`src/rtl/image_scan_sequencer_pkg.sv`:
```
// Shared definitions for the image raster scan path: default raster geometry,
// scan FSM states and the decode from state to its registered outputs.
package image_scan_sequencer_pkg;

    localparam int COL_W   = 4;
    localparam int ROW_W   = 4;
    localparam int PIXEL_W = 16;

    typedef enum logic [2:0] {
        IDLE,
        WAIT_PX,
        WRITE,
        ADVANCE,
        DONE
    } scan_state_t;

    typedef struct packed {
        logic px_ready;
        logic mem_wr_en;
        logic busy;
        logic frame_done;
    } scan_outs_t;

    // Moore output set of a state; registered together with the state itself.
    function automatic scan_outs_t decode_outputs(input scan_state_t s);
        scan_outs_t o;
        o = '0;
        case (s)
            WAIT_PX: begin
                o.px_ready = 1'b1;
                o.busy     = 1'b1;
            end
            WRITE: begin
                o.mem_wr_en = 1'b1;
                o.busy      = 1'b1;
            end
            ADVANCE: begin
                o.busy = 1'b1;
            end
            DONE: begin
                o.busy       = 1'b1;
                o.frame_done = 1'b1;
            end
            default: o = '0;
        endcase
        return o;
    endfunction

endpackage

```
`src/rtl/image_scan_sequencer_if.sv`:
```
// Pixel-source handshake and frame-buffer write port seen by the scan sequencer.
// The sequencer side is the master; the pixel source / frame buffer side is the slave.
interface image_scan_sequencer_if #(
    parameter int ADDR_W  = image_scan_sequencer_pkg::ROW_W + image_scan_sequencer_pkg::COL_W,
    parameter int PIXEL_W = image_scan_sequencer_pkg::PIXEL_W
);

    logic               px_valid;
    logic [PIXEL_W-1:0] px_data;
    logic               px_ready;
    logic               mem_wr_en;
    logic [ADDR_W-1:0]  mem_addr;
    logic [PIXEL_W-1:0] mem_wdata;
    logic               mem_ack;

    modport master (
        input  px_valid,
        input  px_data,
        input  mem_ack,
        output px_ready,
        output mem_wr_en,
        output mem_addr,
        output mem_wdata
    );

    modport slave (
        output px_valid,
        output px_data,
        output mem_ack,
        input  px_ready,
        input  mem_wr_en,
        input  mem_addr,
        input  mem_wdata
    );

endinterface

```
`src/rtl/image_scan_sequencer_raster_counter.sv`:
```
// Column/row position of the raster scan; the row advances on an enable when
// the column wraps, so both counters live on the one system clock.
module image_scan_sequencer_raster_counter
    import image_scan_sequencer_pkg::*;
#(
    parameter int COL_W = image_scan_sequencer_pkg::COL_W,
    parameter int ROW_W = image_scan_sequencer_pkg::ROW_W
) (
    input  logic             clk,
    input  logic             nrst,
    input  logic             clear,
    input  logic             inc,
    output logic [COL_W-1:0] col,
    output logic [ROW_W-1:0] row,
    output logic             at_last
);

    assign at_last = (col == {COL_W{1'b1}}) && (row == {ROW_W{1'b1}});

    // The caller never increments at the last pixel, so the row cannot overflow.
    always_ff @(posedge clk or negedge nrst) begin
        if (!nrst) begin
            col <= '0;
            row <= '0;
        end else if (clear) begin
            col <= '0;
            row <= '0;
        end else if (inc) begin
            if (col == {COL_W{1'b1}}) begin
                col <= '0;
                row <= row + ROW_W'(1);
            end else begin
                col <= col + COL_W'(1);
            end
        end
    end

endmodule

```
`src/rtl/image_scan_sequencer.sv`:
```
// Raster scan sequencer: accepts one pixel per handshake and writes it to the
// frame buffer at {row,col}, walking the whole image once per start.
module image_scan_sequencer
    import image_scan_sequencer_pkg::*;
#(
    parameter int COL_W   = image_scan_sequencer_pkg::COL_W,
    parameter int ROW_W   = image_scan_sequencer_pkg::ROW_W,
    parameter int PIXEL_W = image_scan_sequencer_pkg::PIXEL_W
) (
    input  logic                   clk,
    input  logic                   nrst,
    input  logic                   start,
    input  logic                   abort,
    image_scan_sequencer_if.master bus,
    output logic [COL_W-1:0]       col,
    output logic [ROW_W-1:0]       row,
    output logic                   busy,
    output logic                   frame_done
);

    scan_state_t        state;
    scan_state_t        next_state;
    scan_outs_t         outs;
    logic               cnt_clear;
    logic               cnt_inc;
    logic               at_last;
    logic               capture;
    logic [PIXEL_W-1:0] wdata;

    image_scan_sequencer_raster_counter #(
        .COL_W (COL_W),
        .ROW_W (ROW_W)
    ) u_counter (
        .clk     (clk),
        .nrst    (nrst),
        .clear   (cnt_clear),
        .inc     (cnt_inc),
        .col     (col),
        .row     (row),
        .at_last (at_last)
    );

    // Abort outranks every other input, including a same-cycle start or mem_ack.
    always_comb begin
        next_state = state;
        cnt_clear  = 1'b0;
        cnt_inc    = 1'b0;
        capture    = 1'b0;
        if (state == IDLE) begin
            if (start && !abort) begin
                next_state = WAIT_PX;
                cnt_clear  = 1'b1;
            end
        end else if (abort) begin
            next_state = IDLE;
            cnt_clear  = 1'b1;
        end else begin
            case (state)
                WAIT_PX: begin
                    if (bus.px_valid) begin
                        next_state = WRITE;
                        capture    = 1'b1;
                    end
                end
                WRITE: begin
                    if (bus.mem_ack) begin
                        next_state = ADVANCE;
                    end
                end
                ADVANCE: begin
                    if (at_last) begin
                        next_state = DONE;
                    end else begin
                        next_state = WAIT_PX;
                        cnt_inc    = 1'b1;
                    end
                end
                DONE:    next_state = IDLE;
                default: next_state = IDLE;
            endcase
        end
    end

    always_ff @(posedge clk or negedge nrst) begin
        if (!nrst) begin
            state <= IDLE;
            outs  <= '0;
            wdata <= '0;
        end else begin
            state <= next_state;
            outs  <= decode_outputs(next_state);
            if (capture) begin
                wdata <= bus.px_data;
            end else if (abort && state != IDLE) begin
                wdata <= '0;
            end
        end
    end

    assign bus.px_ready  = outs.px_ready;
    assign bus.mem_wr_en = outs.mem_wr_en;
    assign bus.mem_addr  = {row, col};
    assign bus.mem_wdata = wdata;
    assign busy          = outs.busy;
    assign frame_done    = outs.frame_done;

endmodule

```
`src/flat_wrapper.sv`:
```
// flat-port wrapper written by rule: the top's interface ports become plain ports
module image_scan_sequencer_flat import image_scan_sequencer_pkg::*;
#(
    parameter int COL_W   = image_scan_sequencer_pkg::COL_W,
    parameter int ROW_W   = image_scan_sequencer_pkg::ROW_W,
    parameter int PIXEL_W = image_scan_sequencer_pkg::PIXEL_W
)
  (clk, nrst, start, abort, col, row, busy, frame_done, bus_px_valid, bus_px_data, bus_mem_ack, bus_px_ready, bus_mem_wr_en, bus_mem_addr, bus_mem_wdata);
  image_scan_sequencer_if #(.PIXEL_W(PIXEL_W)) bus_i ();
  input  logic clk;
  input  logic nrst;
  input  logic start;
  input  logic abort;
  output logic [COL_W-1:0] col;
  output logic [ROW_W-1:0] row;
  output logic busy;
  output logic frame_done;
  input wire logic [$bits(bus_i.px_valid)-1:0] bus_px_valid;
  input wire logic [$bits(bus_i.px_data)-1:0] bus_px_data;
  input wire logic [$bits(bus_i.mem_ack)-1:0] bus_mem_ack;
  output wire logic [$bits(bus_i.px_ready)-1:0] bus_px_ready;
  output wire logic [$bits(bus_i.mem_wr_en)-1:0] bus_mem_wr_en;
  output wire logic [$bits(bus_i.mem_addr)-1:0] bus_mem_addr;
  output wire logic [$bits(bus_i.mem_wdata)-1:0] bus_mem_wdata;
  assign bus_i.px_valid = bus_px_valid;
  assign bus_i.px_data = bus_px_data;
  assign bus_i.mem_ack = bus_mem_ack;
  assign bus_px_ready = bus_i.px_ready;
  assign bus_mem_wr_en = bus_i.mem_wr_en;
  assign bus_mem_addr = bus_i.mem_addr;
  assign bus_mem_wdata = bus_i.mem_wdata;
  image_scan_sequencer #(.COL_W(COL_W), .ROW_W(ROW_W), .PIXEL_W(PIXEL_W)) u_core (.clk(clk), .nrst(nrst), .start(start), .abort(abort), .bus(bus_i), .col(col), .row(row), .busy(busy), .frame_done(frame_done));
endmodule
```
`config.mk`:
```
export PLATFORM = sky130hd
export DESIGN_NAME = image_scan_sequencer_flat
export DESIGN_NICKNAME = d
export VERILOG_FILES = /design/src/rtl/image_scan_sequencer_pkg.sv /design/src/rtl/image_scan_sequencer_if.sv /design/src/rtl/image_scan_sequencer_raster_counter.sv /design/src/rtl/image_scan_sequencer.sv /design/src/flat_wrapper.sv
export SDC_FILE = /design/constraint.sdc
export NUM_CORES = 1
export LEC_CHECK = 0
export ABC_AREA = 1
export CORE_ASPECT_RATIO = 0.9
export CORE_UTILIZATION = 47
export DETAILED_ROUTE_END_ITERATION = 12
export PLACE_DENSITY = 0.84
export SLEW_MARGIN = 25
export SYNTH_ARGS = -nofsm -noshare
export SYNTH_HDL_FRONTEND = slang
export SYNTH_SLANG_ARGS = --single-unit
```
`constraint.sdc`:
```
create_clock -name clk -period 2.6 [get_ports clk]
set_input_delay 0.78 -clock clk [delete_from_list [all_inputs] [get_ports clk]]
set_output_delay 0.78 -clock clk [all_outputs]
set_load 0.01 [all_outputs]
```
==> out/summary.txt, run 1 <==
Final #Nets -> 256
Reg clk slew, reported paths -> 90 ps
CP Class -> flip-flop to output pin
Core box area -> 0.00309 sq mm
GRT overflow -> 0
Delay-heaviest family, CP -> buffers and inverters
DRT Pass-1 Iters -> 4
FILL cells -> 265
Most common cell in the synthesized netlist -> nand2_1
Grt met2 use -> 30.6%
CTS Buf Count -> 5
Max Cap Viol -> 0
Max FO, Critical Path -> 6
Post-route cell area -> 0.00219 sq mm
CTS resizes -> 0
DIE AREA -> 0.00354 sq mm
Worst path max stage delay -> 580 ps
CTS Hold Bufs -> 0
Post-route DRC -> 0
GR Layer Usage met3 -> 5.89%
Layout Skew -> 3.41 ps
Share of post-route cells with drive strength above 1 -> 15.0%
CP required -> 1820 ps
Cells after Synth -> 176
Area Growth Syn to Fin -> 40.9%
Hold_ws -> 513 ps
Ys async rst share -> 100%
Maximum vdd drop -> 0.414 mV
Detailed Route WL -> 3.12 mm
#FFs+latches synth -> 31
Main flop type after synthesis -> dfrtp_1
WP buf/inv -> 1
Final-report max-slew violation count -> 0
Wirelength per Cell -> 11.3 microns
M1 GR Usage -> 27.8%
Largest net degree at the start of global routing -> 32
Post-synthesis cell type count -> 18
Root Driver -> clkbuf_4
Area contributors post-synth -> dfrtp_1, nand3_1, nand2_1, nand3_2, buf_4
H-Tree Depth -> 2
Antenna cell count -> 0
Syn avg cell area -> 8.84 sq um
GRT Max-Usage Layer -> met2
Worst slew pin tran -> 377 ps
Leakage -> 0.00111 uW
RSZ-0062 raised after global routing -> false
Final setup TNS -> 0 ps
Critical path depth -> 1
TritonCTS clock tree -> yes
Most frequent cells after synthesis -> nand2_1, nand3_1, dfrtp_1
Crit start category -> flip-flop
Endpoints failing hold -> 0
Seq/Total Area, Yosys -> 49.9%
PwrDens -> 553 mW/mm^2
Reg2reg path depth -> 9
Number of synthesized flops with an enable pin -> 0
Post-CTS setup buffers -> 0
Die Span X -> 62.6 microns
Final period util -> 81.8%
Final min period -> 2130 ps
WP data arrival -> 1350 ps
Die H -> 56.6 microns
Max Fclk -> 0.470 GHz
Dominant cell type by area after synthesis -> dfrtp_1
Status -> finished clean
Post-detail-place hpwl -> 2.35 mm
Pre-CTS setup slack -> 515 ps
Vias per cell -> 4.79
DP Area -> 0.00212 sq mm
Worst Slack Setup Final -> 472 ps
GPL Wtd Cong -> 0.853
Min-Delay Path Class -> flip-flop to flip-flop
Skew-Pair Late Insertion Delay -> 310 ps
Worst Setup End Kind -> output pin
Synth top area share -> 49.9%
Ports -> 58
IO Port Bufs -> 57
Slew margin rel. -> 74.8%
Crit path cell chain -> clkdlybuf4s50_1
GRT Total Usage -> 20.0%
First-pass GRT wire length -> 5.48 mm
Post-Syn Nets -> 200
Vias in the first global route -> 1197
DR vias -> 1317
Antenna violations before repair -> 0
Num rows -> 19
Netlist Area Pre-Place -> 0.00156 sq mm
Initial core utilization -> 50.3%
Initial DRC Count -> 70
Ys Warns -> 0
CTS Buffer Depth -> 2
Post-route total power -> 1210 uW
Setup violations, final -> 0
Slowest-stage cell, CP -> clkdlybuf4s50_1
ANT nets after route -> 0
WHS Path Cells -> 2
Clk sink count -> 31
placed cells by master, fill, tap and decap left out, drive strengths merged:
cell type and instances:
buf 5, clkbuf 8, clkdlybuf4s50 57, dfrtp 31
ha 2, inv 20, nand2 46, nand3 44
nand4 3, nor2 8, nor3 1, o21ai 4
xor2 4
state kept, by name (all words and copies together), names as in the netlist:
register,count
u_core.bus.px_ready,1
u_core.bus.mem_wr_en,1
u_core.frame_done,1
u_core.busy,1
u_core.state,3
u_core.u_counter.row,4
u_core.bus.mem_wdata,16
u_core.u_counter.col,4
power by group:
group | leakage (uW) | switching [uW] | total (uW) | internal (uW)
registers | 0.000420 | 42.3 | 578 | 536
clock network | 0.0000386 | 154 | 313 | 159
logic | 0.000650 | 146 | 320 | 175
worst paths after layout:
path	startpoint	endpoint	slack [ps]
setup reg to reg	u_core.u_counter.col[0]	u_core.u_counter.row[2]	1030
hold reg to reg	u_core.bus.mem_wdata[5]	u_core.bus.mem_wdata[5]	510
hold / removal	u_core.bus.mem_wdata[5]	u_core.bus.mem_wdata[5]	510
max in group asynchronous	nrst	u_core.u_counter.row[1]	1470
min in group asynchronous	nrst	u_core.bus.mem_wdata[7]	850
setup / recovery	u_core.u_counter.row[2]	bus_mem_addr[6]	470
through the flow:
step / utilization [%] / instances
floorplan: - / 176
global placement: 68.7 / 267
detailed placement: 68.7 / 267
CTS: 70.9 / 275
global route: 70.9 / 275
finish: 70.9 / 275
layout make-up:
class                      instances  area (sq um)  share of cell area [%]
sequential                        31           776                    35.4
multi-input combinational        112           611                    27.9
timing repair buffer              62           608                    27.8
inverter                          20          75.1                    3.43
clock buffer                       8          68.8                    3.14
tap                               42          52.6                    2.40
routing by layer:
layer / up-vias / wire length, microns / part of all wire (%)
li1: 671 / - / -
met1: 601 / 1450 / 46
met5: - / 0 / 0
met2: 43 / 1490 / 48
met3: 2 / 166 / 5.3
met4: 0 / 12 / 0.38
kinds of logic after synthesis:
| kind of cell | share of synthesized area [%] |
|---|---|
| simple gates | 34.1 |
| compound gates | 1.29 |
| fa+ha+maj | 1.61 |
| xor+xnor | 2.25 |
| buf+inv | 10.9 |
| flops | 49.9 |
No activity file was read; power rests on OpenSTA's default activity.
==> inputs of run 2 (changes only) <==
--- a/config.mk
+++ b/config.mk
@@ -7,9 +7,9 @@
 export LEC_CHECK = 0
 export ABC_AREA = 1
 export CORE_ASPECT_RATIO = 0.9
-export CORE_UTILIZATION = 47
+export CORE_UTILIZATION = 44
 export DETAILED_ROUTE_END_ITERATION = 12
-export PLACE_DENSITY = 0.84
+export PLACE_DENSITY = 0.8
 export SLEW_MARGIN = 25
 export SYNTH_ARGS = -nofsm -noshare
 export SYNTH_HDL_FRONTEND = slang
==> constraint.sdc (replaced) <==
create_clock -name clk -period 2.08 [get_ports clk]
set_input_delay 0.624 -clock clk [delete_from_list [all_inputs] [get_ports clk]]
set_output_delay 0.624 -clock clk [all_outputs]
set_load 0.01 [all_outputs]
==> out/summary.txt, run 2 (same netlist as run 1, synthesis figures left out) <==
Antenna violations before repair -> 0 (unchanged)
Die H -> 58.4 microns (was 56.6 microns)
Worst r2r src -> u_core.u_counter.col[0] (unchanged)
WP data arrival -> 1310 ps (was 1350 ps)
Detailed Route WL -> 3.30 mm (was 3.12 mm)
CTS Hold Bufs -> 0 (unchanged)
GRT overflow -> 0 (unchanged)
Delay-heaviest family, CP -> buffers and inverters (unchanged)
ANT nets after route -> 0 (unchanged)
H-Tree Depth -> 2 (unchanged)
CTS resizes -> 0 (unchanged)
Setup violations, final -> 0 (unchanged)
Core box area -> 0.00338 sq mm (was 0.00309 sq mm)
Endpoints failing hold -> 0 (unchanged)
PwrDens -> 737 mW/mm^2 (was 553 mW/mm^2)
WHS Path Cells -> 2 (unchanged)
Reg2reg path depth -> 9 (unchanged)
Worst Slack Setup Final -> 141 ps (was 472 ps)
Min-Delay Endpoint -> u_core.bus.mem_wdata[4] (was u_core.bus.mem_wdata[5])
Max Fclk -> 0.516 GHz
CTS Buffer Depth -> 2 (unchanged)
Die Span X -> 64.7 microns (was 62.6 microns)
Critical Path Source -> u_core.u_counter.col[0] (was u_core.u_counter.row[2])
Post-route DRC -> 0 (unchanged)
Status -> finished clean (unchanged)
Area Growth Syn to Fin -> 43.5% (was 40.9%)
Slew margin rel. -> 74.0% (was 74.8%)
Num rows -> 20 (was 19)
DRT Pass-1 Iters -> 4 (unchanged)
Post-route total power -> 1640 uW (was 1210 uW)
Maximum vdd drop -> 0.503 mV (was 0.414 mV)
Post-layout util -> 66.1% (was 70.9%)
Root Driver -> clkbuf_8 (was clkbuf_4)
First-pass GRT wire length -> 5.50 mm (was 5.48 mm)
Clk sink count -> 31 (unchanged)
WP buf/inv -> 1 (unchanged)
Slowest-stage cell, CP -> clkdlybuf4s50_1 (unchanged)
Wirelength per Cell -> 11.9 microns (was 11.3 microns)
Ports -> 58 (unchanged)
Crit start category -> flip-flop (unchanged)
Final min period -> 1940 ps
Vias per cell -> 4.73 (was 4.79)
Reg clk slew, reported paths -> 60 ps (was 90 ps)
Worst Setup End Kind -> output pin (unchanged)
CP Class -> flip-flop to output pin (unchanged)
Post-detail-place hpwl -> 2.37 mm (was 2.35 mm)
Min-Delay Path Class -> flip-flop to flip-flop (unchanged)
Commonest non-fill, non-tap cell in the layout -> clkdlybuf4s50_1 (unchanged)
Leakage -> 0.00113 uW (was 0.00111 uW)
R2r setup slk -> 500 ps (was 1030 ps)
CP required -> 1460 ps (was 1820 ps)
Final #Nets -> 257 (was 256)
Most frequent cells in the layout -> clkdlybuf4s50_1, nand2_1, nand3_1 (unchanged)
Final-report max-slew violation count -> 0 (unchanged)
DR vias -> 1314 (was 1317)
Pre-CTS setup slack -> 137 ps (was 515 ps)
Share of post-route cells with drive strength above 1 -> 15.4% (was 15.0%)
Final setup TNS -> 0 ps (unchanged)
Initial DRC Count -> 65 (was 70)
Reg-to-Reg End -> u_core.u_counter.row[0] (was u_core.u_counter.row[2])
Antenna cell count -> 0 (unchanged)
Max Cap Viol -> 0 (unchanged)
Worst slew pin tran -> 390 ps (was 377 ps)
IO Port Bufs -> 57 (unchanged)
Worst path max stage delay -> 580 ps (about the same)
Hold_sp -> u_core.bus.mem_wdata[4] (was u_core.bus.mem_wdata[5])
Vias in the first global route -> 1202 (was 1197)
CTS Buf Count -> 5 (unchanged)
Post-CTS setup buffers -> 0 (unchanged)
TritonCTS clock tree -> yes (unchanged)
Skew-Pair Late Insertion Delay -> 290 ps (was 310 ps)
Layout Skew -> 4.15 ps (was 3.41 ps)
Final period util -> 93.2%
DIE AREA -> 0.00378 sq mm (was 0.00354 sq mm)
GPL Wtd Cong -> 0.819 (was 0.853)
Initial core utilization -> 46.0% (was 50.3%)
GRT Total Usage -> 19.6% (was 20.0%)
Max FO, Critical Path -> 6 (unchanged)
Largest net degree at the start of global routing -> 32 (unchanged)
RSZ-0062 raised after global routing -> false (unchanged)
Crit path cell chain -> clkdlybuf4s50_1 (unchanged)
Largest register FFs -> 16 (unchanged)
## run 2: cell types whose count changed in the layout (fill, tap and decap cells not counted)
cell / before / now
clkbuf_4: 5 / 0
clkbuf_8: 2 / 7
buf_4: 5 / 6
## run 2: cell type report
| class | instances | area (sq um) |
|---|---|---|
| clock buffer | 8 | 100 |
| timing repair buffer | 63 | 616 |
| inverter | 20 | 75.1 |
| tap | 44 | 55.1 |
| fill | 302 | 1150 |
| sequential | 31 | 776 |
| multi-input combinational | 112 | 611 |
## run 2: how the worst max path moves through the flow
stage | endpoint | cells past startpoint
after CTS | row[0] | 1
after detailed placement | u_core.bus.px_ready | 7
after floorplan | u_core.bus.mem_wdata[10] | 6
after global routing | row[0] | 1
after global placement | u_core.bus.px_ready | 7
final | bus_mem_addr[0] | 1
## run 2: power breakdown
group          total, uW  switching, uW  leakage [uW]  internal [uW]
sequential           726           55.5      0.000420            671
clock                517            216     0.0000515            301
combinational        401            181      0.000656            220
## run 2: per-stage QoR
step	hold WS, ps	cells	area (sq um)
global placement	481	270	2130
global route	524	278	2230
CTS	500	278	2230
floorplan	328	176	1560
detailed placement	486	270	2130
finish	497	278	2230
## run 2: layer usage
metal	global-route usage [%]	wire (microns)
met5	0	0
met1	23.7	1490
met4	7.62	39
met3	6.40	140
met2	32.6	1630
==> inputs of run 3 (changes only) <==
--- a/config.mk
+++ b/config.mk
@@ -7,9 +7,10 @@
 export LEC_CHECK = 0
 export ABC_AREA = 1
 export CORE_ASPECT_RATIO = 0.9
-export CORE_UTILIZATION = 44
+export CORE_UTILIZATION = 45
+export CTS_BUF_LIST = sky130_fd_sc_hd__clkbuf_2
 export DETAILED_ROUTE_END_ITERATION = 12
-export PLACE_DENSITY = 0.8
+export PLACE_DENSITY = 0.81
 export SLEW_MARGIN = 25
 export SYNTH_ARGS = -nofsm -noshare
 export SYNTH_HDL_FRONTEND = slang
==> out/summary.txt, run 3 (same netlist as run 1, synthesis figures left out) <==
WP data arrival -> 1380 ps (was 1310 ps)
DP Area -> 0.00212 sq mm (was 0.00213 sq mm)
DR vias -> 1333 (was 1314)
Root Driver -> clkbuf_2 (was clkbuf_8)
H-Tree Depth -> 2 (unchanged)
Crit start category -> flip-flop (unchanged)
Largest register FFs -> 16 (unchanged)
Clock power share -> 19.2% (was 31.4%)
DIE AREA -> 0.00370 sq mm (was 0.00378 sq mm)
Min-Delay Path Class -> flip-flop to flip-flop (unchanged)
Worst r2r src -> u_core.u_counter.col[1] (was u_core.u_counter.col[0])
Core box area -> 0.00316 sq mm (was 0.00338 sq mm)
Endpoints failing hold -> 0 (unchanged)
Area Growth Syn to Fin -> 38.8% (was 43.5%)
Switching pwr -> 435 uW (was 453 uW)
Final period util -> 96.2% (was 93.2%)
GRT Total Usage -> 19.0% (was 19.6%)
WHS Path Cells -> 2 (unchanged)
Skew-Pair Late Insertion Delay -> 360 ps (was 290 ps)
Vias per cell -> 4.86 (was 4.73)
Clk sink count -> 31 (unchanged)
Status -> finished clean (unchanged)
Antenna cell count -> 0 (unchanged)
Final #Nets -> 256 (was 257)
Max FO, Critical Path -> 6 (unchanged)
Sw frac -> 31.2% (was 27.5%)
Wirelength per Cell -> 11.7 microns (was 11.9 microns)
Crit path cell chain -> clkdlybuf4s50_1 (unchanged)
FILL cells -> 270 (was 302)
Post-route cell area -> 0.00216 sq mm (was 0.00223 sq mm)
Slew margin rel. -> 75.0% (was 74.0%)
GPL Wtd Cong -> 0.763 (was 0.819)
Worst path max stage delay -> 570 ps (was 580 ps)
Worst Slack Setup Final -> 78.0 ps (was 141 ps)
Delay-heaviest family, CP -> buffers and inverters (unchanged)
Most frequent cells in the layout -> clkdlybuf4s50_1, nand2_1, nand3_1 (unchanged)
Num rows -> 19 (was 20)
Setup violations, final -> 0 (unchanged)
CTS Hold Bufs -> 0 (unchanged)
P_int -> 959 uW (was 1190 uW)
R2r setup slk -> 550 ps (was 500 ps)
Die H -> 57.8 microns (was 58.4 microns)
Reg-to-Reg End -> u_core.u_counter.row[0] (unchanged)
Post-detail-place hpwl -> 2.43 mm (was 2.37 mm)
Final min period -> 2000 ps (was 1940 ps)
RSZ-0062 raised after global routing -> false (unchanged)
First-pass GRT wire length -> 5.27 mm (was 5.50 mm)
Maximum vdd drop -> 0.469 mV (was 0.503 mV)
Seq pwr share -> 52.1% (was 44.2%)
CP required -> 1460 ps (about the same)
Hold_ws -> 515 ps (was 497 ps)
Leakage -> 0.00109 uW (was 0.00113 uW)
Largest net degree at the start of global routing -> 32 (unchanged)
Commonest non-fill, non-tap cell in the layout -> clkdlybuf4s50_1 (unchanged)
IO Port Bufs -> 57 (unchanged)
Max Cap Viol -> 0 (unchanged)
Logic pwr share -> 28.7% (was 24.4%)
Reg clk slew, reported paths -> 150 ps (was 60 ps)
Ports -> 58 (unchanged)
Post-route DRC -> 0 (unchanged)
WP buf/inv -> 1 (unchanged)
Reg2reg path depth -> 9 (unchanged)
CTS Buf Count -> 5 (unchanged)
ANT nets after route -> 0 (unchanged)
Max Fclk -> 0.500 GHz (was 0.516 GHz)
Share of post-route cells with drive strength above 1 -> 15.5% (was 15.4%)
Hold_sp -> u_core.bus.mem_wdata[2] (was u_core.bus.mem_wdata[4])
Post-CTS setup buffers -> 0 (unchanged)
Antenna violations before repair -> 0 (unchanged)
Layout Skew -> 13.2 ps (was 4.15 ps)
CTS Buffer Depth -> 2 (unchanged)
DRT Pass-1 Iters -> 4 (unchanged)
Initial DRC Count -> 60 (was 65)
Slowest-stage cell, CP -> clkdlybuf4s50_1 (unchanged)
GRT overflow -> 0 (unchanged)
Initial core utilization -> 49.2% (was 46.0%)
Final setup TNS -> 0 ps (unchanged)
CP Class -> flip-flop to output pin (unchanged)
Worst Setup End Kind -> output pin (unchanged)
Min-Delay Endpoint -> u_core.bus.mem_wdata[2] (was u_core.bus.mem_wdata[4])
Pre-CTS setup slack -> 157 ps (was 137 ps)
Worst slew pin tran -> 375 ps (was 390 ps)
Vias in the first global route -> 1212 (was 1202)
Post-route total power -> 1390 uW (was 1640 uW)
Die Span X -> 64.0 microns (was 64.7 microns)
PwrDens -> 646 mW/mm^2 (was 737 mW/mm^2)
Final-report max-slew violation count -> 0 (unchanged)
TritonCTS clock tree -> yes (unchanged)
Detailed Route WL -> 3.21 mm (was 3.30 mm)
## run 3: how the worst max path moves through the flow
stage,from,end,slack [ps],cells after the start
2_1_floorplan,bus_px_valid,u_core.bus.mem_wdata[10],590,6
3_3_place_gp,start,u_core.u_counter.row[1],180,10
3_5_place_dp,bus_px_valid,u_core.bus.mem_wdata[4],160,6
4_1_cts,u_core.u_counter.col[0],bus_mem_addr[0],40,1
5_1_grt,u_core.u_counter.col[1],bus_mem_addr[1],5,1
6_report,u_core.u_counter.row[0],bus_mem_addr[4],80,1
## run 3: through the flow
| stage | std cells | util, % |
|---|---|---|
| after detailed placement | 267 | 67.1 |
| after floorplan | 176 | - |
| after global placement | 267 | 67.1 |
| after global routing | 274 | 68.3 |
| final | 274 | 68.3 |
| after CTS | 274 | 68.2 |
## run 3: metal layers
| layer | up-vias | track usage [%] | part of all wire (%) |
|---|---|---|---|
| met5 | - | 0 | 0 |
| met4 | 0 | 6.82 | 1.2 |
| met3 | 5 | 6.69 | 6.4 |
| met2 | 44 | 31.3 | 50 |
| met1 | 617 | 23.2 | 43 |
| li1 | 667 | - | - |
## run 3: repair_timing
| item | 4_1_cts | 5_1_grt |
|---|---|---|
| hold endpoints to repair | 0 | 0 |
| gates resized for setup | 0 | 2 |
| setup endpoints to repair | 0 | 4 |
## run 3: power groups by stage
stage | clock network (uW) | logic [uW] | registers [uW]
6_report | 268 | 400 | 726
5_1_grt | 302 | 438 | 734
4_1_cts | 272 | 407 | 727
3_5_place_dp | 0 | 406 | 738
3_3_place_gp | 0 | 396 | 737
2_1_floorplan | 0 | 155 | 761
## run 3: layout make-up
type / count / area, sq um / area share, %
flip-flops and latches: 31 / 778 / 36.1
multi-input cells: 112 / 611 / 28.3
repair buffers: 62 / 608 / 28.2
inverters: 20 / 75.1 / 3.48
well taps: 42 / 52.6 / 2.43
clock buffers: 5 / 25.0 / 1.16
clock inverters: 2 / 8.76 / 0.406
